<file path="config.mk">
export PLATFORM = sky130hd
export DESIGN_NAME = dft_input_reorder_flat
export DESIGN_NICKNAME = d
export VERILOG_FILES = /design/src/rtl/dft_input_reorder_if.sv /design/src/rtl/dft_input_reorder.sv /design/src/flat_wrapper.sv
export SDC_FILE = /design/constraint.sdc
export NUM_CORES = 1
export LEC_CHECK = 0
export ABC_AREA = 0
export CORE_MARGIN = 2
export CORE_UTILIZATION = 63
export DETAILED_ROUTE_END_ITERATION = 6
export DONT_BUFFER_PORTS = 1
export PLACE_DENSITY_LB_ADDON = 0.3
export SLEW_MARGIN = 25
export SYNTH_ARGS = -nofsm -noshare
export SYNTH_HDL_FRONTEND = slang
export SYNTH_SLANG_ARGS = --single-unit
</file>
<file path="constraint.sdc">
create_clock -name i_clk -period 3.4 [get_ports i_clk]
set_clock_uncertainty 0.1 [all_clocks]
set_input_delay 0.51 -clock i_clk [delete_from_list [all_inputs] [get_ports i_clk]]
set_output_delay 0.51 -clock i_clk [all_outputs]
set_load 0.03 [all_outputs]
</file>
<file path="src/rtl/dft_input_reorder_if.sv">
// Handshake bundle for dft_input_reorder: sample load side and butterfly-pair drain side.
// slave is the reorder block's view; master is the driving/consuming environment.
interface dft_input_reorder_if #(
    parameter int LOG2_N  = 3,
    parameter int WORD_SZ = 32
);
    logic [WORD_SZ-1:0] i_sample;
    logic               i_sample_valid;
    logic               o_sample_ready;
    logic [WORD_SZ-1:0] o_A;
    logic [WORD_SZ-1:0] o_B;
    logic [LOG2_N-2:0]  o_pair_idx;
    logic               o_pair_valid;
    logic               i_pair_ready;
    logic               o_frame_done;

    modport slave (
        input  i_sample, i_sample_valid, i_pair_ready,
        output o_sample_ready, o_A, o_B, o_pair_idx, o_pair_valid, o_frame_done
    );

    modport master (
        output i_sample, i_sample_valid, i_pair_ready,
        input  o_sample_ready, o_A, o_B, o_pair_idx, o_pair_valid, o_frame_done
    );
endinterface

</file>
<file path="src/rtl/dft_input_reorder.sv">
// Frame buffer ahead of the first radix-2 DIT stage: loads N_POINTS samples at
// bit-reversed addresses, then drains them as adjacent (A, B) butterfly pairs.
module dft_input_reorder #(
    parameter int N_POINTS = 8,
    parameter int LOG2_N   = 3,
    parameter int WORD_SZ  = 32
) (
    input logic                i_clk,
    input logic                i_rst_n,
    dft_input_reorder_if.slave bus
);
    localparam int PW = LOG2_N - 1;

    typedef enum logic {LOAD, DRAIN} state_t;

    state_t              state, state_nxt;
    logic [WORD_SZ-1:0]  mem [N_POINTS];
    logic [LOG2_N-1:0]   wr_cnt;
    logic [PW-1:0]       rd_cnt;
    logic                frame_done;
    logic                sample_acc, pair_acc, last_wr, last_rd;

    function automatic logic [LOG2_N-1:0] bitrev(input logic [LOG2_N-1:0] a);
        logic [LOG2_N-1:0] r;
        for (int i = 0; i < LOG2_N; i++) r[i] = a[LOG2_N-1-i];
        return r;
    endfunction

    assign sample_acc = (state == LOAD) && bus.i_sample_valid;
    assign pair_acc   = (state == DRAIN) && bus.i_pair_ready;
    assign last_wr    = (wr_cnt == LOG2_N'(N_POINTS - 1));
    assign last_rd    = (rd_cnt == {PW{1'b1}});

    always_comb begin
        state_nxt = state;
        case (state)
            LOAD:    if (sample_acc && last_wr) state_nxt = DRAIN;
            DRAIN:   if (pair_acc && last_rd)   state_nxt = LOAD;
            default: state_nxt = LOAD;
        endcase
    end

    always_ff @(posedge i_clk or negedge i_rst_n) begin
        if (!i_rst_n) state <= LOAD;
        else          state <= state_nxt;
    end

    // Counters wrap naturally because N_POINTS is a power of two.
    always_ff @(posedge i_clk or negedge i_rst_n) begin
        if (!i_rst_n) begin
            wr_cnt     <= '0;
            rd_cnt     <= '0;
            frame_done <= 1'b0;
        end else begin
            if (sample_acc) wr_cnt <= wr_cnt + LOG2_N'(1);
            if (pair_acc)   rd_cnt <= rd_cnt + PW'(1);
            frame_done <= pair_acc && last_rd;
        end
    end

    // Storage is deliberately not reset; a new frame simply overwrites it.
    always_ff @(posedge i_clk) begin
        if (sample_acc) mem[bitrev(wr_cnt)] <= bus.i_sample;
    end

    always_comb begin
        bus.o_sample_ready = (state == LOAD);
        bus.o_pair_valid   = (state == DRAIN);
        bus.o_frame_done   = frame_done;
        bus.o_A            = '0;
        bus.o_B            = '0;
        bus.o_pair_idx     = '0;
        if (state == DRAIN) begin
            bus.o_A        = mem[{rd_cnt, 1'b0}];
            bus.o_B        = mem[{rd_cnt, 1'b1}];
            bus.o_pair_idx = rd_cnt;
        end
    end
endmodule

</file>
<file path="src/flat_wrapper.sv">
// flat-port wrapper written by rule: the top's interface ports become plain ports
module dft_input_reorder_flat 
#(
    parameter int N_POINTS = 8,
    parameter int LOG2_N   = 3,
    parameter int WORD_SZ  = 32
)
  (i_clk, i_rst_n, bus_i_sample, bus_i_sample_valid, bus_i_pair_ready, bus_o_sample_ready, bus_o_A, bus_o_B, bus_o_pair_idx, bus_o_pair_valid, bus_o_frame_done);
  dft_input_reorder_if #(.LOG2_N(LOG2_N), .WORD_SZ(WORD_SZ)) bus_i ();
  input logic i_clk;
  input logic i_rst_n;
  input wire logic [$bits(bus_i.i_sample)-1:0] bus_i_sample;
  input wire logic [$bits(bus_i.i_sample_valid)-1:0] bus_i_sample_valid;
  input wire logic [$bits(bus_i.i_pair_ready)-1:0] bus_i_pair_ready;
  output wire logic [$bits(bus_i.o_sample_ready)-1:0] bus_o_sample_ready;
  output wire logic [$bits(bus_i.o_A)-1:0] bus_o_A;
  output wire logic [$bits(bus_i.o_B)-1:0] bus_o_B;
  output wire logic [$bits(bus_i.o_pair_idx)-1:0] bus_o_pair_idx;
  output wire logic [$bits(bus_i.o_pair_valid)-1:0] bus_o_pair_valid;
  output wire logic [$bits(bus_i.o_frame_done)-1:0] bus_o_frame_done;
  assign bus_i.i_sample = bus_i_sample;
  assign bus_i.i_sample_valid = bus_i_sample_valid;
  assign bus_i.i_pair_ready = bus_i_pair_ready;
  assign bus_o_sample_ready = bus_i.o_sample_ready;
  assign bus_o_A = bus_i.o_A;
  assign bus_o_B = bus_i.o_B;
  assign bus_o_pair_idx = bus_i.o_pair_idx;
  assign bus_o_pair_valid = bus_i.o_pair_valid;
  assign bus_o_frame_done = bus_i.o_frame_done;
  dft_input_reorder #(.N_POINTS(N_POINTS), .LOG2_N(LOG2_N), .WORD_SZ(WORD_SZ)) u_core (.i_clk(i_clk), .i_rst_n(i_rst_n), .bus(bus_i));
endmodule
</file>
==> results of run 1 <==
-- logic make-up after synthesis --
group,count (synthesis),synth area share
xor gates and xnor gates,2,0.00173
DFF,263,0.777
buffers and inverters,36,0.0331
adders and majority gates,7,0.00865
and+or+nand+nor,19,0.00952
AOI/OAI and AO/OA,65,0.0404
muxes,131,0.130
-- worst paths after layout --
path | start | endpoint | slack (ns) | depth (start not counted)
setup / recovery | u_core.rd_cnt[1] | bus_o_B[17] | 0.32 | 3
hold / removal | bus_i_pair_ready | u_core.rd_cnt[0] | 0.12 | 2
setup reg to reg | u_core.bus.o_pair_valid | u_core.mem[6][24] | 1.09 | 4
hold reg to reg | u_core.wr_cnt[1] | u_core.wr_cnt[1] | 0.45 | 1
max in group asynchronous | i_rst_n | u_core.rd_cnt[1] | 2.67 | 1
min in group asynchronous | i_rst_n | u_core.bus.o_frame_done | 0.25 | 1
-- layout make-up --
| class | instances | area, sq um | area share |
|---|---|---|---|
| Timing Repair Buffer | 58 | 581 | 0.0508 |
| Tap cell | 216 | 270 | 0.0236 |
| Clock buffer | 31 | 648 | 0.0567 |
| Sequential cell | 263 | 7870 | 0.688 |
| Multi-Input combinational cell | 224 | 1980 | 0.173 |
| Inverter | 5 | 18.8 | 0.00164 |
| Clock inverter | 12 | 73.8 | 0.00646 |
-- what timing repair did --
item,CTS,global route
hold endpoints to repair,263,0
endpoints found under the setup margin,0,0
hold buffers,33,0
-- through the flow --
stage,area (sq um),hold slack [ns],cells,utilization
after floorplan,10100,0.114,523,-
after global placement,10400,0.115,733,0.658
after detailed placement,10400,0.115,733,0.658
after CTS,11400,0.104,809,0.725
after global routing,11400,0.126,809,0.725
final,11400,0.125,809,0.725
-- where the power goes --
part	total (mW)	internal, mW	switching (mW)	leakage [nW]
clock	2.47	1.41	1.06	0.351
sequential	4.09	3.92	0.169	2.40
combinational	3.38	0.956	2.42	1.26
total	9.94	6.29	3.65	4.01
-- flip-flops by register name, indices dropped and copies added, names as in the netlist --
| register | count |
|---|---|
| u_core.wr_cnt | 3 |
| u_core.bus.o_pair_valid | 1 |
| u_core.rd_cnt | 2 |
| u_core.bus.o_frame_done | 1 |
| u_core.mem | 256 |
-- Yosys cell counts, types with 2 or more instances --
| cell | count |
|---|---|
| buf_2 | 14 |
| edfxtp_1 | 256 |
| nand2_1 | 3 |
| ha_1 | 7 |
| mux2i_1 | 129 |
| nor2_1 | 6 |
| xnor2_1 | 2 |
| o22ai_1 | 64 |
| and2_1 | 3 |
| inv_1 | 4 |
| buf_8 | 3 |
| clkbuf_4 | 3 |
| buf_4 | 2 |
| dfrtp_1 | 7 |
| buf_12 | 8 |
| nand2b_1 | 5 |
-- metal layers --
layer  wire length [microns]  share of wire  GRT usage
met5                       0              0          0
met4                     381          0.020     0.0645
met3                    1100          0.058     0.0476
met2                    9500           0.50      0.377
met1                    7980           0.42      0.298
==> impl_metrics.json, run 1 <==
{
  "run_status": "complete, no violations",
  "min_path_type": "in2reg",
  "grt_first_pass_wirelength_microns": 28100,
  "min_period_ns": 3.08,
  "insertion_delay_ns": 0.50,
  "synth_top_area_frac": 0.759,
  "die_area_sq_um": 17100,
  "ys.flop_type": "edfxtp_1",
  "crit_type": "reg2out",
  "fp-row-count": 46,
  "mostFrequentLayoutCells": "edfxtp_1 (256), mux2i_1 (129), o22ai_1 (64), dlygate4sd3_1 (33), clkbuf_16 (25)",
  "drive_gt1_frac": 0.111,
  "fin_tns_setup_ns": 0,
  "fp.dieH_microns": 131,
  "drt_wl_total_microns": 19000,
  "seq_area_frac_synth": 0.777,
  "synth_seq_cells": 263,
  "drtIter0Drc": 353,
  "htree_levels": 1,
  "synth.distinct_cells": 23,
  "vias": 4883,
  "first_pass_iters": 4,
  "gp_congestion": 0.807,
  "powerDensity_nw_per_um2": 869,
  "cts.sinks": 263,
  "drcViolationCount": 0,
  "total_power_mw": 9.94,
  "synthArstFlopShare": 0.0266,
  "cts_tree": "yes",
  "cts.clk_slew.worst_paths_ns": 0.06,
  "diodes": 0,
  "initial_core_util": 0.642,
  "grt-ovfl-total": 0,
  "dp_slack_ns": 0.835,
  "synth_warnings": 0,
  "track_usage": 0.223,
  "final_common_cell": "edfxtp_1",
  "crit_fanout": 28,
  "final_hold_viol_count": 0,
  "cts_resized": 0,
  "cts_setup_buffers": 0,
  "syn_area_sq_um": 10100,
  "dp_hpwl_microns": 10900,
  "wire_per_inst_microns": 23.4,
  "worst_slack_ns": 0.320,
  "crit_required_ns": 2.79,
  "avgViaCountPerCell": 6.04,
  "fin_nets": 620,
  "drv_cap": 0,
  "endpoint_kind": "output pin",
  "cts-root-buf": "clkbuf_16",
  "setup_viol": 0,
  "n_fill_cell": 983,
  "rsz0062_at_grt": "no",
  "cp.arrival_ns": 2.47,
  "coreArea_sq_um": 15800,
  "critical-path-top-delay-family": "flip-flops",
  "cp.buffers_inverters": 1,
  "antenna_left": 0,
  "syn_inst": 523,
  "worstMarginPinSlew_ns": 0.850,
  "start_kind": "flop",
  "syn_to_final_growth_pct": 13.0,
  "die_x_microns": 131,
  "synth_nets": 566,
  "synth_edf_count": 256,
  "port_buffers": 0,
  "vdd_ir_drop_max_mv": 0.546,
  "max_freq_mhz": 325,
  "synth_largest_area_cell": "edfxtp_1",
  "relSlewSlack": 0.442,
  "avgSynthCellArea_sq_um": 19.4,
  "grt_pass1_vias": 4994,
  "cpPeakStageDelay_ns": 0.69,
  "worst_path_max_delay_cell": "dfrtp_4",
  "leakagePower_nw": 4.01,
  "grt_antenna_before_repair": 0,
  "slew_viol_final": 0,
  "grt_max_degree": 40,
  "yosys-top-cells-area": "edfxtp_1 (76%), mux2i_1 (13%), o22ai_1 (4.0%)",
  "numCtsBuffers": 25,
  "post-route-period-util": 0.906,
  "clock_path_buffers": 3,
  "crit_chain": "buf_4, mux2i_1, o22ai_1",
  "ios": 105
}
Note: power is estimated with default switching activity, not from simulation.
==> run 2, diff against run 1 <==
--- a/config.mk
+++ b/config.mk
@@ -6,10 +6,10 @@
 export NUM_CORES = 1
 export LEC_CHECK = 0
 export ABC_AREA = 0
+export BUFFER_PORTS_ARGS = -buffer_cell sky130_fd_sc_hd__buf_2
 export CORE_MARGIN = 2
-export CORE_UTILIZATION = 63
+export CORE_UTILIZATION = 58
 export DETAILED_ROUTE_END_ITERATION = 6
-export DONT_BUFFER_PORTS = 1
 export PLACE_DENSITY_LB_ADDON = 0.3
 export SLEW_MARGIN = 25
 export SYNTH_ARGS = -nofsm -noshare
==> run 2 against run 1 <==
Against the previous run:
- worst setup slack got worse by 0.0026 ns
- first-iteration DRC count rose by 19%
- sequential share of layout area fell by 1.4 points
- critical path depth rose by 1
- hold slack improved by 0.038 ns
- wire length rose by 4.8%
- non-clock buffer count rose by 68
- final cell count rose by 9.9%
- critical path type unchanged
- critical endpoint is now bus_o_B[23]
- largest cell class unchanged
==> impl_metrics.json, run 2 (synthesized netlist as in run 1, its figures left out) <==
{
  "relSlewSlack": 0.473,
  "numCtsBuffers": 25,
  "met3_usage": 0.0350,
  "final_cell_count_no_fill": 889,
  "antenna_left": 0,
  "fin_nets": 688,
  "drcViolationCount": 0,
  "vias": 5149,
  "regMostFlops": "u_core.mem",
  "dp_cells": 842,
  "clock_path_buffers": 3,
  "cts.clk_slew.worst_paths_ns": 0.06,
  "insertion_delay_ns": 0.51,
  "avgViaCountPerCell": 5.79,
  "busiest_layer": "met2",
  "track_usage": 0.216,
  "dp_hpwl_microns": 11700,
  "first_pass_iters": 4,
  "grt_antenna_before_repair": 0,
  "fin_tns_setup_ns": 0,
  "mostFrequentLayoutCells": "edfxtp_1 (256), mux2i_1 (129), buf_2 (104), o22ai_1 (64), clkbuf_16 (25)",
  "die_area_sq_um": 18500,
  "cts_setup_buffers": 0,
  "die_x_microns": 136,
  "worst_slack_ns": 0.318,
  "stdcell_area_sq_um": 11700,
  "grt_pass1_vias": 5297,
  "vdd_ir_drop_max_mv": 0.543,
  "final_hold_viol_count": 0,
  "fp-row-count": 48,
  "run_status": "complete, no violations",
  "crit_type": "reg2out",
  "worstMarginPinSlew_ns": 0.787,
  "whs_path_depth": 1,
  "max_freq_mhz": 324,
  "powerDensity_nw_per_um2": 893,
  "endpoint_kind": "output pin",
  "ios": 105,
  "crit_required_ns": 2.79,
  "final_common_cell": "edfxtp_1",
  "r2r_cells": 3,
  "dpl_cell_area_sq_um": 10900,
  "holdWs_ns": 0.163,
  "largest_reg_flops": 256,
  "r2r-end": "u_core.mem[6][18]",
  "cts-root-buf": "clkbuf_16",
  "leakagePower_nw": 4.34,
  "rsz0062_at_grt": "no",
  "initial_core_util": 0.589,
  "reg2reg_slack_ns": 1.02,
  "min_period_ns": 3.08,
  "grt_max_degree": 41,
  "drive_gt1_frac": 0.252,
  "hold_path_end": "u_core.mem[5][18]",
  "reg_top3": "u_core.mem: 256 flops, u_core.wr_cnt: 3 flops, u_core.rd_cnt: 2 flops",
  "port_buffers": 104,
  "dp_slack_ns": 0.844,
  "drt_wl_total_microns": 19900,
  "worstReg2RegStart": "u_core.bus.o_pair_valid",
  "syn_to_final_growth_pct": 15.3,
  "post-route-period-util": 0.907,
  "use_met2": 0.355,
  "fp.dieH_microns": 136,
  "drv_cap": 0,
  "slew_viol_final": 0,
  "fin_util": 0.679,
  "cp.arrival_ns": 2.47,
  "drtIter0Drc": 420,
  "gp_congestion": 0.768,
  "crit_fanout": 28,
  "htree_levels": 1,
  "hp-start": "bus_i_sample[18]",
  "grt-ovfl-total": 0,
  "cts.sinks": 263,
  "grt_first_pass_wirelength_microns": 29700,
  "start_kind": "flop",
  "coreArea_sq_um": 17200,
  "total_power_mw": 10.4,
  "cts_tree": "yes",
  "grtUsageMet1": 0.308,
  "wire_per_inst_microns": 22.3,
  "setup_viol": 0,
  "min_path_type": "in2reg"
}
-- run 2: changes by cell type in the layout (fill, tap and decap cells not counted) --
cell           delta
buf_4             -5
clkbuf_1          -3
buf_2           +104
bufinv_16         +1
buf_12            +1
diode_2           +1
dlygate4sd3_1    -32
clkinvlp_4        +1
clkinv_2          -1
clkinv_1          +4
-- run 2: worst max-delay path: stages (launching register included) --
cell and delay (ns):
dfrtp_1 0.53, nand2b_2 0.47, buf_4 0.40, o22ai_1 0.28, buf_2 0.26
-- run 2: worst max-delay path by stage --
stage / startpoint / endpoint / slack (ns) / cells past startpoint
finish: u_core.bus.o_pair_valid / bus_o_B[23] / 0.32 / 4
global route: u_core.bus.o_pair_valid / bus_o_B[23] / 0.20 / 4
global placement: u_core.rd_cnt[0] / bus_o_B[23] / 0.92 / 4
floorplan: u_core.bus.o_pair_valid / u_core.mem[4][0] / 0.68 / 3
detailed placement: u_core.bus.o_pair_valid / bus_o_B[23] / 0.84 / 4
CTS: u_core.bus.o_pair_valid / bus_o_B[23] / 0.27 / 4
-- run 2: layout make-up --
class,instances,area [sq um]
inverter,5,18.8
fill,1135,5510
clock inverter,17,121
multi-input combinational,224,1980
tap,225,282
antenna,1,2.50
timing repair buffer,126,763
clock buffer,28,637
sequential,263,7870
-- run 2: power breakdown --
part / internal [mW] / leakage (nW) / switching, mW / total, mW
clock network: 1.49 / 0.364 / 1.10 / 2.59
logic: 1.22 / 1.58 / 2.47 / 3.69
registers: 3.92 / 2.40 / 0.218 / 4.14
-- run 2: what timing repair did --
item	4_1_cts	5_1_grt
resized for setup	0	0
hold buffers	1	0
hold endpoints to repair	7	0
-- run 2: metal layers --
layer | wire length (microns) | part of all wire
met1 | 8620 | 0.43
met2 | 9720 | 0.49
met3 | 1210 | 0.061
met4 | 313 | 0.016
met5 | 0 | 0
